File: config.mk
export PLATFORM = sky130hd
export DESIGN_NAME = ode_step_sequencer_flat
export DESIGN_NICKNAME = d
export VERILOG_FILES = /design/src/rtl/ode_step_sequencer_if.sv /design/src/rtl/ode_step_sequencer.sv /design/src/flat_wrapper.sv
export SDC_FILE = /design/constraint.sdc
export NUM_CORES = 1
export LEC_CHECK = 0
export ABC_CLOCK_PERIOD_IN_PS = 2900
export BUFFER_PORTS_ARGS = -buffer_cell sky130_fd_sc_hd__buf_2
export CAP_MARGIN = 20
export CELL_PAD_IN_SITES_DETAIL_PLACEMENT = 1
export CELL_PAD_IN_SITES_GLOBAL_PLACEMENT = 1
export CORE_ASPECT_RATIO = 1.1
export CORE_MARGIN = 5
export CORE_UTILIZATION = 38
export DETAILED_ROUTE_END_ITERATION = 6
export GPL_TIMING_DRIVEN = 0
export MAX_ROUTING_LAYER = met4
export PLACE_DENSITY_LB_ADDON = 0.3
export SYNTH_ARGS = -nofsm -noshare
export SYNTH_HDL_FRONTEND = slang
export SYNTH_SLANG_ARGS = --single-unit
File: constraint.sdc
create_clock -name clk -period 2.9 [get_ports clk]
set_input_delay 0.145 -clock clk [delete_from_list [all_inputs] [get_ports clk]]
set_output_delay 0.145 -clock clk [all_outputs]
set_load 0.1 [all_outputs]
File: src/rtl/ode_step_sequencer_if.sv
// Handshake and counter bus between the ODE step sequencer, the solver
// datapath and the downstream negedge step down-counter.
interface ode_step_sequencer_if #(
    parameter int WORD_SIZE = 32
);
    logic                 start;
    logic                 abort;
    logic [WORD_SIZE-1:0] num_steps;
    logic                 step_done;
    logic [WORD_SIZE-1:0] cnt_count;
    logic                 cnt_load;
    logic [WORD_SIZE-1:0] cnt_load_data;
    logic                 cnt_enable;
    logic                 step_req;
    logic [WORD_SIZE-1:0] step_idx;
    logic                 busy;
    logic                 done;
    logic                 error;

    modport master (
        input  start, abort, num_steps, step_done, cnt_count,
        output cnt_load, cnt_load_data, cnt_enable, step_req, step_idx,
               busy, done, error
    );

    modport slave (
        output start, abort, num_steps, step_done, cnt_count,
        input  cnt_load, cnt_load_data, cnt_enable, step_req, step_idx,
               busy, done, error
    );
endinterface

File: src/rtl/ode_step_sequencer.sv
// Control FSM that runs a fixed number of ODE integration steps through an
// external negedge down-counter, with per-step watchdog, abort and completion.
module ode_step_sequencer #(
    parameter int WORD_SIZE = 32,
    parameter int TIMEOUT   = 1024
) (
    input  logic                 clk,
    input  logic                 rst,
    ode_step_sequencer_if.master bus
);
    localparam int WD_W = $clog2(TIMEOUT + 2);
    localparam logic [WD_W-1:0] WD_LAST = (TIMEOUT == 0) ? '0 : WD_W'(TIMEOUT - 1);

    typedef enum logic [2:0] {
        S_IDLE, S_LOAD, S_CHECK, S_REQ, S_ADVANCE, S_DONE, S_ERROR
    } state_t;

    state_t               r_state;
    state_t               w_next;
    logic [WORD_SIZE-1:0] r_n;
    logic [WD_W-1:0]      r_wd;
    logic                 w_latch;
    logic                 w_active;
    logic                 w_wd_expired;
    logic                 w_load;
    logic                 w_enable;
    logic                 w_req;
    logic                 w_busy;
    logic                 w_done;
    logic                 w_error;

    // Abort only applies to the states that touch the counter or the solver
    assign w_active     = r_state inside {S_LOAD, S_CHECK, S_REQ, S_ADVANCE};
    assign w_wd_expired = (TIMEOUT != 0) && (r_wd == WD_LAST);

    always_ff @(posedge clk or posedge rst) begin
        if (rst) begin
            r_state <= S_IDLE;
            r_n     <= '0;
            r_wd    <= '0;
        end else begin
            r_state <= w_next;
            if (w_latch) begin
                r_n <= bus.num_steps;
            end
            r_wd <= (r_state == S_REQ && w_next == S_REQ) ? r_wd + 1'b1 : '0;
        end
    end

    always_comb begin
        w_next   = r_state;
        w_latch  = 1'b0;
        w_load   = 1'b0;
        w_enable = 1'b0;
        w_req    = 1'b0;
        w_busy   = 1'b1;
        w_done   = 1'b0;
        w_error  = 1'b0;
        case (r_state)
            S_IDLE, S_ERROR: begin
                w_busy  = 1'b0;
                w_error = (r_state == S_ERROR);
                if (bus.start) begin
                    if (bus.num_steps != '0) begin
                        w_latch = 1'b1;
                        w_next  = S_LOAD;
                    end else begin
                        w_next = S_DONE;
                    end
                end
            end
            S_LOAD: begin
                w_load = !bus.abort;
                w_next = S_CHECK;
            end
            S_CHECK: w_next = (bus.cnt_count == '0) ? S_DONE : S_REQ;
            S_REQ: begin
                w_req = 1'b1;
                // A step_done arriving on the expiry cycle still counts as success
                if (bus.step_done) begin
                    w_next = S_ADVANCE;
                end else if (w_wd_expired) begin
                    w_next = S_ERROR;
                end
            end
            S_ADVANCE: begin
                w_enable = !bus.abort;
                w_next   = S_CHECK;
            end
            S_DONE: begin
                w_done = 1'b1;
                w_next = S_IDLE;
            end
            default: w_next = S_IDLE;
        endcase
        if (bus.abort && w_active) begin
            w_next = S_IDLE;
        end
    end

    assign bus.cnt_load      = w_load;
    assign bus.cnt_enable    = w_enable;
    assign bus.cnt_load_data = r_n;
    assign bus.step_req      = w_req;
    assign bus.busy          = w_busy;
    assign bus.done          = w_done;
    assign bus.error         = w_error;
    assign bus.step_idx      = w_busy ? r_n - bus.cnt_count : '0;
endmodule

File: src/flat_wrapper.sv
// flat-port wrapper written by rule: the top's interface ports become plain ports
module ode_step_sequencer_flat 
#(
    parameter int WORD_SIZE = 32,
    parameter int TIMEOUT   = 1024
)
  (clk, rst, bus_start, bus_abort, bus_num_steps, bus_step_done, bus_cnt_count, bus_cnt_load, bus_cnt_load_data, bus_cnt_enable, bus_step_req, bus_step_idx, bus_busy, bus_done, bus_error);
  ode_step_sequencer_if #(.WORD_SIZE(WORD_SIZE)) bus_i ();
  input  logic clk;
  input  logic rst;
  input wire logic [$bits(bus_i.start)-1:0] bus_start;
  input wire logic [$bits(bus_i.abort)-1:0] bus_abort;
  input wire logic [$bits(bus_i.num_steps)-1:0] bus_num_steps;
  input wire logic [$bits(bus_i.step_done)-1:0] bus_step_done;
  input wire logic [$bits(bus_i.cnt_count)-1:0] bus_cnt_count;
  output wire logic [$bits(bus_i.cnt_load)-1:0] bus_cnt_load;
  output wire logic [$bits(bus_i.cnt_load_data)-1:0] bus_cnt_load_data;
  output wire logic [$bits(bus_i.cnt_enable)-1:0] bus_cnt_enable;
  output wire logic [$bits(bus_i.step_req)-1:0] bus_step_req;
  output wire logic [$bits(bus_i.step_idx)-1:0] bus_step_idx;
  output wire logic [$bits(bus_i.busy)-1:0] bus_busy;
  output wire logic [$bits(bus_i.done)-1:0] bus_done;
  output wire logic [$bits(bus_i.error)-1:0] bus_error;
  assign bus_i.start = bus_start;
  assign bus_i.abort = bus_abort;
  assign bus_i.num_steps = bus_num_steps;
  assign bus_i.step_done = bus_step_done;
  assign bus_i.cnt_count = bus_cnt_count;
  assign bus_cnt_load = bus_i.cnt_load;
  assign bus_cnt_load_data = bus_i.cnt_load_data;
  assign bus_cnt_enable = bus_i.cnt_enable;
  assign bus_step_req = bus_i.step_req;
  assign bus_step_idx = bus_i.step_idx;
  assign bus_busy = bus_i.busy;
  assign bus_done = bus_i.done;
  assign bus_error = bus_i.error;
  ode_step_sequencer #(.WORD_SIZE(WORD_SIZE), .TIMEOUT(TIMEOUT)) u_core (.clk(clk), .rst(rst), .bus(bus_i));
endmodule
# Word-level counts from Yosys, hierarchy flattened
# Index checks and enable logic that the tools add are counted.
dict set report word_totals {
  ff_bits 46
  out_inout_bits 70
  input_bits 69
  wordCells 40
}
dict set report op_classes {
  mux 18
  eq_ne 8
  n_addsub 2
  n_reduce_logical 9
}
# cell count
set ops {}
lappend ops {{$logic_not A32 Y1} 1}
lappend ops {{$mux W32} 1}
lappend ops {{$reduce_bool A32 Y1} 1}
lappend ops {{$sub A32 B32 Y32} 1}
lappend ops {{$mux W3} 6}
lappend ops {{$pmux W3 S4} 1}
lappend ops {{$add A11 B1 Y11 const B} 1}
lappend ops {{$eq A11 B10 Y1 const B} 1}
lappend ops {{$mux W11} 1}
lappend ops {{$eq A3 B2 Y1 const B} 3}
lappend ops {{$eq A3 B3 Y1 const B} 3}
lappend ops {{$mux W1} 9}
lappend ops {{$reduce_bool A4 Y1} 1}
lappend ops {{$reduce_or A2 Y1} 2}
lappend ops {{$eq A3 B1 Y1 const B} 1}
lappend ops {{$logic_not A3 Y1} 1}
lappend ops {{$logic_and A1 B1 Y1} 2}
lappend ops {{$logic_not A1 Y1} 1}

# Logic depth before layout (Yosys ltp)
dict set report depth {
  ltp_word 8
  depth_mapped 11
  mapped_depth_nobuf 11
}

# Worst setup path before layout
# Ideal clock, no wire load.
dict set report synth_timing {
  path_type {register to output}
  startpoint {reg u_core.r_n[0], in the netlist u_core.bus.cnt_load_data[0]}
  endpoint {out bus_step_idx[28]}
  slack_ns -2.018
  path_buffers 0
  t_required_ns 2.755
  t_arrival_ns 4.773
  stages_incl_launch_ff 12
  path_cell_list {dfrtp_1 > inv_1 > ha_1 > inv_1 > fa_1 > a211oi_2 > o21ai_1 > a211o_1 > a21boi_1 > a21oi_1 > o21ai_0 > nor3b_1}
}
dict set report synth_via {
  elab_chain_len 2
}
# element line
set synth_rtl {}
lappend synth_rtl {{start, declared} ode_step_sequencer.sv:20} ;# logic [WORD_SIZE-1:0] r_n;
lappend synth_rtl {{start signal, assigned} ode_step_sequencer.sv:44} ;# r_n <= bus.num_steps;
lappend synth_rtl {{$sub A32 B32 Y32} ode_step_sequencer.sv:108} ;# assign bus.step_idx = w_busy ? r_n - bus.cnt_count : '0;
lappend synth_rtl {{$mux W32} ode_step_sequencer.sv:108}
lappend synth_rtl {{end, declared} flat_wrapper.sv:20} ;# output wire logic [$bits(bus_i.step_idx)-1:0] bus_step_idx;
# Every way passes these cells.

# Final worst setup path
dict set report layout_timing {
  startpoint {reg u_core.r_n[0], in the netlist u_core.bus.cnt_load_data[0]}
  endpoint {out bus_step_idx[30]}
}
# Same word-level chain as after synthesis.

==> qor.txt <==
Initial drt markers: 181
Total GRT Usage: 24.51%
Multi-input gate area: 3372 sq um
Fin area: 6442 sq um
Die Height: 119.9 um
Worst-Margin Slew: 0.9120 ns
Total CTS buffers: 5
Die area: 13180 sq um
Tmin final: 3.161 ns
Clk_lat worst skew: 0.28 ns
CP required: 2.76 ns
Share of layout cells above drive strength 1: 50.15%
Place WS: -0.3245 ns
Unique masters post-synth: 58
First-pass GRT wire length: 24940 um
Clock sinks: 46
Ys async rst share: 100.0%
Fmax: 316.4 MHz
Core Box Area: 10860 sq um
Post-synth EDFFs: 0
Initial Util: 38.42%
Wirelength, routed: 16280 um
Hpwl dp: 12310 um
Antenna diodes: 0
Synth Register Bits: 46
Most frequent cells in the layout: buf_2 (119), inv_1 (40), nand2_1 (33), mux2_2 (32), nor2_1 (30)
Num ports: 139
Mapped Area: 4173 sq um
WL per Instance: 19.88 um
Initial antenna violation count: 0
Setup violations, final: 16
RSZ-0062 raised after global routing: true
Main synth FF type: dfrtp_1
Final GP Congestion: 0.9053
Nets: 773
Ys Warns: 0
Synthesis-to-layout area growth: 54.39%
Die X: 109.9 um
Post-DP Area: 5520 sq um
Residual DRC: 0
Clock Skew: 0.005466 ns
Slew HR: 39.20%
CTS tree: yes
# fillers: 1225
Hold Vio Cnt, Final: 0
Crit path kind: register to output port
Most common cell after layout, fill and taps aside: buf_2
Average size of a mapped cell: 8.498 sq um
Hold slack: 0.1059 ns
Cells after DPL: 777
Failing checks: negative setup slack
Max Cap Violations: 0
Worst EP arrival: 3.02 ns
Startpoint type of the worst setup path: register
Drt first pass iters: 4
Vias post-DR: 4498
Max-slew violation count: 0
Cells after synthesis: 491
Vias in the first global route: 4884
Final worst path period share: 109.0%
Reg clk slew, reported paths: 0.07 ns
Vias per inst: 5.492
Status: finished with violations
Register Area: 1206 sq um
Port Buffers: 138
Clk root buf: clkbuf_16
Grt ovf: 0
Setup ws final: -0.2608 ns
Largest net degree at the start of global routing: 40
CP Capture Type: output port
HP Class: input pin to register
Synthesized Nets: 593
Finished Layout Cells: 819
Seq/Total Area, Yosys: 27.59%
CTS Buffer Depth: 2
Num rows: 40
Worst-path fanout max: 3
Detail Route Antenna Nets: 0
H-tree depth: 2
state kept, by name, summed over array words and instances, names as in the netlist:
signal,flops
u_core.r_state,3
u_core.r_wd,11
u_core.bus.cnt_load_data,32
cells in the mapped netlist (3+ instances only):
master    number  area, sq um
nand2b_1       5        31.28
o31a_1         3        26.28
buf_2          4        20.02
nor4_1        17        106.4
mux2_2        32        360.4
o21ai_0       18        90.09
nor3_1        12        60.06
nor3b_1        3        22.52
nor2b_1        9        56.30
a211oi_1       5        37.54
xor2_1        11        96.34
o211ai_1       3        22.52
and2_1         4        25.02
xnor2_1       14        122.6
and3_1         5        31.28
dfrtp_1       46         1151
nand3_1       19        95.09
a31oi_1        4        25.02
o21a_1         8        60.06
ha_1          32        400.4
and3b_1        3        26.28
a21oi_1       33        165.2
nand2_1       33        123.9
o21ai_1        3        15.01
nand4_1        6        37.54
inv_1         43        161.4
clkbuf_1      11        41.29
mux2i_1        6        60.06
a21o_1        16        120.1
nor2_1        45        168.9
o21bai_1       5        37.54
worst max-delay path: stages, from the launching register on:
cell and delay, ns:
dfrtp_4 0.48, inv_2 0.07, ha_4 0.15, inv_2 0.04, fa_2 0.35, a211oi_2 0.26, o21ai_2 0.10, buf_4 0.16
nand3_4 0.08, a21oi_4 0.07, a41oi_4 0.30, buf_6 0.15, a311o_2 0.16, o311a_4 0.19, buf_12 0.17
layer usage:
metal | vias to the layer above | track usage [%] | share of wire, %
li1 | 2114 | - | -
met1 | 2198 | 30.51 | 41
met2 | 154 | 42.34 | 51
met3 | 32 | 2.528 | 5.1
met4 | 0 | 5.846 | 2.6
met5 | - | - | 0
area by class of cell:
type | count | share of cell area, %
multi-input combinational | 385 | 52.34
timing repair buffer | 175 | 20.30
sequential | 46 | 18.72
tap | 147 | 2.855
inverter | 43 | 2.505
clock buffer | 5 | 1.942
buffer | 15 | 1.010
clock inverter | 3 | 0.3302
path summary, 6_finish.rpt:
path	from	to	slack, ns	cells after the start
worst max-delay path	u_core.bus.cnt_load_data[0]	bus_step_idx[30]	-0.26	14
worst min-delay path	bus_num_steps[11]	u_core.bus.cnt_load_data[11]	0.11	2
worst max register to register	u_core.r_state[2]	u_core.r_state[2]	0.89	6
worst min register to register	u_core.r_wd[0]	u_core.r_wd[0]	0.50	1
max in group asynchronous	rst	u_core.bus.cnt_load_data[12]	2.12	4
min in group asynchronous	rst	u_core.r_wd[5]	0.30	3
cell families after synthesis:
group                      share of synthesized area [%]
adders and majority gates                          10.07
and+or+nand+nor                                    20.78
muxes                                              10.08
buffers and inverters                              5.877
xor gates and xnor gates                           5.247
AOI/OAI and AO/OA                                  20.36
DFF                                                27.59
metrics by stage:
stage | setup TNS (ns) | util (%)
after detailed placement | -1.827 | 50.83
after floorplan | -2.955 | -
after global routing | -4.628 | 59.32
after CTS | -1.463 | 56.98
final | -2.446 | 59.32
after global placement | -1.725 | 50.65
what timing repair did:
item,CTS,global route
hold buffers,1,0
hold endpoints to repair,7,0
gates resized for setup,89,39
setup endpoints to repair,32,27
buffers inserted,24,13
pin swaps,24,20
Power is left out: the tool's default activity adds up to more than one toggle a clock period on the data nets, which glitch-free logic cannot reach.
